## config.mk

```make
export PLATFORM = sky130hd
export DESIGN_NAME = uart_rx_param
export DESIGN_NICKNAME = d
export VERILOG_FILES = /design/src/rtl/uart_pkg.sv /design/src/rtl/uart_sync_fifo.sv /design/src/rtl/uart_rx_param.sv
export SDC_FILE = /design/constraint.sdc
export NUM_CORES = 1
export LEC_CHECK = 0
export ABC_AREA = 1
export CORE_MARGIN = 4
export CORE_UTILIZATION = 48
export CTS_CLUSTER_DIAMETER = 40
export CTS_CLUSTER_SIZE = 12
export DETAILED_ROUTE_END_ITERATION = 10
export GPL_TIMING_DRIVEN = 0
export MAX_ROUTING_LAYER = met4
export PLACE_DENSITY = 0.8
export SLEW_MARGIN = 10
export SYNTH_ARGS = -nofsm -noshare
export SYNTH_HDL_FRONTEND = slang
export SYNTH_SLANG_ARGS = --single-unit
```

## constraint.sdc

```tcl
create_clock -name clk -period 2 [get_ports clk]
set_clock_uncertainty 0.05 [all_clocks]
set_input_delay 0.3 -clock clk [delete_from_list [all_inputs] [get_ports clk]]
set_output_delay 0.3 -clock clk [all_outputs]
set_load 0.02 [all_outputs]
```

## src/rtl/uart_pkg.sv

```systemverilog
// Shared definitions for the UART receive path: FSM state encoding,
// parity-mode constants and the bit-vote helper.
package uart_pkg;

    typedef enum logic [2:0] {
        ST_IDLE   = 3'd0,
        ST_START  = 3'd1,
        ST_DATA   = 3'd2,
        ST_PARITY = 3'd3,
        ST_STOP   = 3'd4
    } rx_state_t;

    localparam int PAR_NONE = 0;
    localparam int PAR_ODD  = 1;
    localparam int PAR_EVEN = 2;

    function automatic logic majority3(input logic [2:0] s);
        return (s[0] & s[1]) | (s[0] & s[2]) | (s[1] & s[2]);
    endfunction

endpackage

```

## src/rtl/uart_sync_fifo.sv

```systemverilog
// Single-clock FIFO with a write-enable side and valid/ready read side.
// A write while full is ignored; the head is shown combinationally (zero when empty).
module uart_sync_fifo #(
    parameter int WIDTH = 10,
    parameter int DEPTH = 4
) (
    input  logic             clk,
    input  logic             rst,
    input  logic             wr_en,
    input  logic [WIDTH-1:0] wr_data,
    output logic             full,
    output logic [WIDTH-1:0] rd_data,
    output logic             rd_valid,
    input  logic             rd_ready
);

    localparam int AW = $clog2(DEPTH);

    logic [AW:0]      wr_ptr;
    logic [AW:0]      rd_ptr;
    logic [WIDTH-1:0] mem [DEPTH];
    logic             do_wr;
    logic             do_rd;

    // Extra pointer bit distinguishes full from empty when the indices match.
    assign rd_valid = (wr_ptr != rd_ptr);
    assign full     = (wr_ptr[AW] != rd_ptr[AW]) && (wr_ptr[AW-1:0] == rd_ptr[AW-1:0]);
    assign do_wr    = wr_en && !full;
    assign do_rd    = rd_valid && rd_ready;
    assign rd_data  = rd_valid ? mem[rd_ptr[AW-1:0]] : '0;

    always_ff @(posedge clk) begin
        if (rst) begin
            wr_ptr <= '0;
            rd_ptr <= '0;
        end else begin
            if (do_wr) wr_ptr <= wr_ptr + (AW+1)'(1);
            if (do_rd) rd_ptr <= rd_ptr + (AW+1)'(1);
        end
    end

    always_ff @(posedge clk) begin
        if (do_wr) mem[wr_ptr[AW-1:0]] <= wr_data;
    end

endmodule

```

## src/rtl/uart_rx_param.sv

```systemverilog
// Oversampling UART receiver with majority-vote bit decisions, optional parity,
// 1 or 2 stop bits and a receive FIFO carrying per-frame error flags.
module uart_rx_param
    import uart_pkg::*;
#(
    parameter int CLK_HZ     = 100_000_000,
    parameter int BAUD       = 9600,
    parameter int OVERSAMPLE = 16,
    parameter int DATA_BITS  = 8,
    parameter int PARITY     = 0,
    parameter int STOP_BITS  = 1,
    parameter int FIFO_DEPTH = 4
) (
    input  logic                 clk,
    input  logic                 rst,
    input  logic                 rx_en,
    input  logic                 rx,
    output logic [DATA_BITS-1:0] m_data,
    output logic                 m_perr,
    output logic                 m_ferr,
    output logic                 m_valid,
    input  logic                 m_ready,
    output logic                 overrun,
    input  logic                 err_clr,
    output logic                 rx_busy,
    output logic [2:0]           fsm_state
);

    localparam int DIV_RAW = CLK_HZ / (BAUD * OVERSAMPLE);
    localparam int DIV     = (DIV_RAW < 1) ? 1 : DIV_RAW;
    localparam int DIV_W   = (DIV > 1) ? $clog2(DIV) : 1;
    localparam int OS_W    = $clog2(OVERSAMPLE);
    localparam int FIFO_W  = DATA_BITS + 2;

    localparam logic [OS_W-1:0]  SMP_LO    = OS_W'(OVERSAMPLE / 2 - 1);
    localparam logic [OS_W-1:0]  SMP_MID   = OS_W'(OVERSAMPLE / 2);
    localparam logic [OS_W-1:0]  SMP_HI    = OS_W'(OVERSAMPLE / 2 + 1);
    localparam logic [OS_W-1:0]  SMP_LAST  = OS_W'(OVERSAMPLE - 1);
    localparam logic [DIV_W-1:0] DIV_LAST  = DIV_W'(DIV - 1);
    localparam logic [3:0]       LAST_DATA = 4'(DATA_BITS - 1);
    localparam logic [3:0]       LAST_STOP = 4'(STOP_BITS - 1);

    rx_state_t            state;
    rx_state_t            next_state;
    logic                 rx_meta;
    logic                 rx_sync;
    logic [DIV_W-1:0]     div_cnt;
    logic [OS_W-1:0]      os_cnt;
    logic [3:0]           bit_cnt;
    logic [2:0]           smp;
    logic [DATA_BITS-1:0] shift;
    logic                 perr_q;
    logic                 ferr_q;
    logic                 tick;
    logic                 bit_end;
    logic                 vote;
    logic                 par_exp;
    logic                 frame_ferr;
    logic                 push;
    logic                 fifo_full;
    logic [FIFO_W-1:0]    fifo_head;

    always_ff @(posedge clk) begin
        if (rst) begin
            rx_meta <= 1'b1;
            rx_sync <= 1'b1;
        end else begin
            rx_meta <= rx;
            rx_sync <= rx_meta;
        end
    end

    assign tick       = (state != ST_IDLE) && (div_cnt == DIV_LAST);
    assign bit_end    = tick && (os_cnt == SMP_LAST);
    assign vote       = majority3(smp);
    assign par_exp    = (^shift) ^ (PARITY == PAR_ODD);
    assign frame_ferr = ferr_q | ~vote;

    always_ff @(posedge clk) begin
        if (rst) state <= ST_IDLE;
        else     state <= next_state;
    end

    always_comb begin
        next_state = state;
        push       = 1'b0;
        unique case (state)
            ST_IDLE:   if (!rx_sync && rx_en) next_state = ST_START;
            ST_START:  if (bit_end) next_state = vote ? ST_IDLE : ST_DATA;
            ST_DATA: begin
                if (bit_end && bit_cnt == LAST_DATA)
                    next_state = (PARITY == PAR_NONE) ? ST_STOP : ST_PARITY;
            end
            ST_PARITY: if (bit_end) next_state = ST_STOP;
            ST_STOP: begin
                if (bit_end && bit_cnt == LAST_STOP) begin
                    next_state = ST_IDLE;
                    push       = 1'b1;
                end
            end
            default:   next_state = ST_IDLE;
        endcase
    end

    // Bit timing restarts from zero each time a start edge is taken.
    always_ff @(posedge clk) begin
        if (rst) begin
            div_cnt <= '0;
            os_cnt  <= '0;
            smp     <= '1;
        end else if (state == ST_IDLE) begin
            div_cnt <= '0;
            os_cnt  <= '0;
        end else begin
            div_cnt <= tick ? '0 : div_cnt + DIV_W'(1);
            if (tick) begin
                os_cnt <= os_cnt + OS_W'(1);
                if (os_cnt == SMP_LO)  smp[0] <= rx_sync;
                if (os_cnt == SMP_MID) smp[1] <= rx_sync;
                if (os_cnt == SMP_HI)  smp[2] <= rx_sync;
            end
        end
    end

    always_ff @(posedge clk) begin
        if (rst) begin
            bit_cnt <= '0;
            shift   <= '0;
            perr_q  <= 1'b0;
            ferr_q  <= 1'b0;
        end else if (state == ST_IDLE) begin
            bit_cnt <= '0;
            perr_q  <= 1'b0;
            ferr_q  <= 1'b0;
        end else if (bit_end) begin
            case (state)
                ST_DATA: begin
                    shift   <= {vote, shift[DATA_BITS-1:1]};
                    bit_cnt <= (bit_cnt == LAST_DATA) ? 4'd0 : bit_cnt + 4'd1;
                end
                ST_PARITY: perr_q <= (vote != par_exp);
                ST_STOP: begin
                    ferr_q  <= frame_ferr;
                    bit_cnt <= (bit_cnt == LAST_STOP) ? 4'd0 : bit_cnt + 4'd1;
                end
                default: ;
            endcase
        end
    end

    // A frame finishing into a full FIFO is lost; setting wins over clearing.
    always_ff @(posedge clk) begin
        if (rst)                    overrun <= 1'b0;
        else if (push && fifo_full) overrun <= 1'b1;
        else if (err_clr)           overrun <= 1'b0;
    end

    uart_sync_fifo #(
        .WIDTH (FIFO_W),
        .DEPTH (FIFO_DEPTH)
    ) u_fifo (
        .clk      (clk),
        .rst      (rst),
        .wr_en    (push),
        .wr_data  ({shift, perr_q, frame_ferr}),
        .full     (fifo_full),
        .rd_data  (fifo_head),
        .rd_valid (m_valid),
        .rd_ready (m_ready)
    );

    assign m_data    = fifo_head[FIFO_W-1:2];
    assign m_perr    = fifo_head[1];
    assign m_ferr    = fifo_head[0];
    assign rx_busy   = (state != ST_IDLE);
    assign fsm_state = state;

endmodule

```

==> impl_results.md <==
- VDD IR max: between 0.0004 and 0.0005 V
- Die height: around 99 µm
- P_leak: roughly 1.8 nW
- Asr flop ratio synth: 0%
- Most frequent cells in the layout: nor2_1 (60), nand2_1 (60), inv_1 (54)
- Fin util: approximately 62%
- Worst-skew pair later-pin latency: approximately 350 ps
- Wire length on met3: between 300 and 400 µm
- Total wire length: about 8800 µm
- Routed vias/inst: between 5 and 6
- Dominant synthesized flop cell: dfxtp_1
- Placeable Area: around 7800 µm²
- Detail Route Antenna Nets: 0
- First-pass GRT wire length: about 15,000 µm
- Post-synth top area share: a little under a third
- Drt pass-1 iters: 5
- Max Cap Viol: 0
- Worst hold path class: reg -> reg
- Site Rows: 32
- CTS Root Buffer Type: clkbuf_8
- Clock Sinks: between 80 and 90
- Uppermost routed layer: met4
- Crit Path Category: reg -> out
- Initial drt markers: 164
- Gr ovfl total: 0
- WL met1: approximately 3800 µm
- Status: completed
- Crit path launch type: flip-flop
- Seq/Total Area, Yosys: a little over half
- Worst slew pin tran: roughly 490 ps
- Largest net degree at the start of global routing: 17
- Final GP Congestion: about 0.89
- CTS tree: yes
- Final slew viol count: 0
- Port buffer count: 21
- Avg Synthesized Cell Area: 8.87 µm²
- Storage cell area: approximately 2100 µm²
- Critical Path RT: 1650 ps
- Endpoint type of the worst setup path: primary output
- WP data arrival: approximately 1600 ps
- Synth area leaders: edfxtp_1 (31%), dfxtp_1 (23%), nor2_1 (6.4%)
- Setup ws final: 20.6 ps
- Mapped Cells: ~440
- Routed met2 length: around 4600 µm
- Fillers: between 600 and 700
- Routed length per placed instance: ~15 µm
- Via count: approximately 3,200
- Initial core utilization: 50.2%
- Mapped cell area: a little under 4000 µm²
- Final setup violating endpoints: 0
- RSZ-0062 raised after global routing: true
- Final net count: 513
- Number of synthesized register bits: between 80 and 90
- Multi-input gate area: between 1500 and 2000 µm²
- Remaining routing DRC violations: 0
- Fmax: slightly above 500 MHz
- Dpl cells: about 570
- Layout cells sized above 1: a little over a fifth
- # diodes: 0
- Synth warn: 0
- Fin. Hold Viols: 0
- Vias in the first global route: approximately 3,200
- Setup TNS: 0 ps
- Number of H-tree levels: 3
- PwrDens: 773 nW/µm²
- Post-DP HPWL: between 5000 and 6000 µm
- Crit Path Max Fanout: 10
- CTS Hold Buffers Added: 0
- Number of distinct library cells after synthesis: 35
- Net Count, Synth: ~460
- Clock Path Buffers: 2
- Worst slack, placed: -724 ps
- Die Area: 9720 µm²
- Antenna violations before repair: 0
- Clk slew on worst S/H paths: about 80 ps
- Synth-to-layout area growth: 24.5%
- Fin crit share: 99.0%
- Max_slew headroom: approximately two thirds
- CTS Buf Count: 9
- Synth area leader: edfxtp_1
- Fin crit period: about 2000 ps
- DIE WIDTH: slightly below 100 µm
- Ports: 22
- EDFF count, synth: 40
- All-Layer GR Usage: a little under a fifth
- Non-filler instance count after layout: roughly 600
- Tot Pwr: between 0.003 and 0.004 W
registers in the layout, summed over array words and instances (netlist names), named ones only:
| register | flops |
|---|---|
| os_cnt | 4 |
| overrun | 1 |
| bit_cnt | 4 |
| rx_sync | 1 |
| fsm_state | 3 |
| shift | 8 |
| u_fifo.rd_ptr | 3 |
| u_fifo.wr_ptr | 3 |
| perr_q | 1 |
| ferr_q | 1 |
| smp | 3 |
| rx_meta | 1 |
| u_fifo.mem | 40 |
| div_cnt | 10 |
metal layers:
metal | up-vias | global-route usage [%]
met5 | - | -
met4 | 0 | 7.35
met3 | 17 | 3.47
met2 | 81 | 32.8
met1 | 1524 | 22.0
li1 | 1592 | -
final timing paths:
check                                                    from                          to  slack (ps)  depth (start not counted)
worst max register to register          div_cnt[0]$_SDFF_PP0_  u_fifo.mem[3][9]$_DFFE_PP_          30                         12
worst min register to register             rx_meta$_SDFF_PP1_          rx_sync$_SDFF_PP1_         370                          1
worst min-delay path                       rx_meta$_SDFF_PP1_          rx_sync$_SDFF_PP1_         370                          1
worst max-delay path            u_fifo.wr_ptr[1]$_SDFFE_PP0P_                   m_data[1]          20                          6
Yosys cell counts, types with 3 or more instances:
cell type,number
nor2_1,67
nand2_1,62
inv_1,59
dfxtp_1,45
edfxtp_1,40
a21oi_1,29
o21ai_0,25
nand3_1,24
ha_1,12
o32ai_1,10
clkbuf_1,9
nor3_1,9
nand4_1,7
xnor2_1,7
nor3b_1,5
nor2_2,3
o211ai_1,3
or2_2,3
xor2_1,3
what timing repair did:
action	4_1_cts	5_1_grt
resized for setup	75	30
pin swaps	10	8
endpoints found under the hold margin	0	0
gates cloned	1	1
setup endpoints to repair	52	51
buffers inserted	14	3
area by class of cell:
cell class	instances	area share, %
multi-input cells	287	34.7
repair buffers	40	8.78
plain buffers	10	1.79
well taps	102	2.60
clock inverters	7	1.61
clock buffers	9	2.53
flip-flops and latches	85	43.2
inverters	62	4.75
stage by stage:
step | instance area, µm² | hold slack (ps)
after floorplan | 3940 | 319
after global placement | 4280 | 346
after detailed placement | 4280 | 349
after CTS | 4820 | 369
after global routing | 4900 | 401
final | 4900 | 366
critical path: stages (launching register included):
cell and delay, ps:
dfxtp_2 360, xnor2_2 200, nand4_1 160, clkbuf_8 200, nand2_1 80, inv_1 40
clkdlybuf4s15_2 240
where the power goes:
group / switching, W / internal [W]
combinational: 0.000425 / 0.000251
clock: 0.000646 / 0.000593
sequential: 0.0000367 / 0.00184
cell families (layout without fill, tap and decap cells):
| group | after synthesis | after routing | share of synthesized area (%) |
|---|---|---|---|
| DFF | 85 | 85 | 53.4 |
| AOI/OAI and AO/OA | 74 | 74 | 10.9 |
| buffers and inverters | 72 | 128 | 7.05 |
| xor gates and xnor gates | 10 | 10 | 2.22 |
| adders and majority gates | 12 | 12 | 3.81 |
| and+or+nand+nor | 191 | 191 | 22.6 |
No activity file was read; power rests on OpenSTA's default activity.
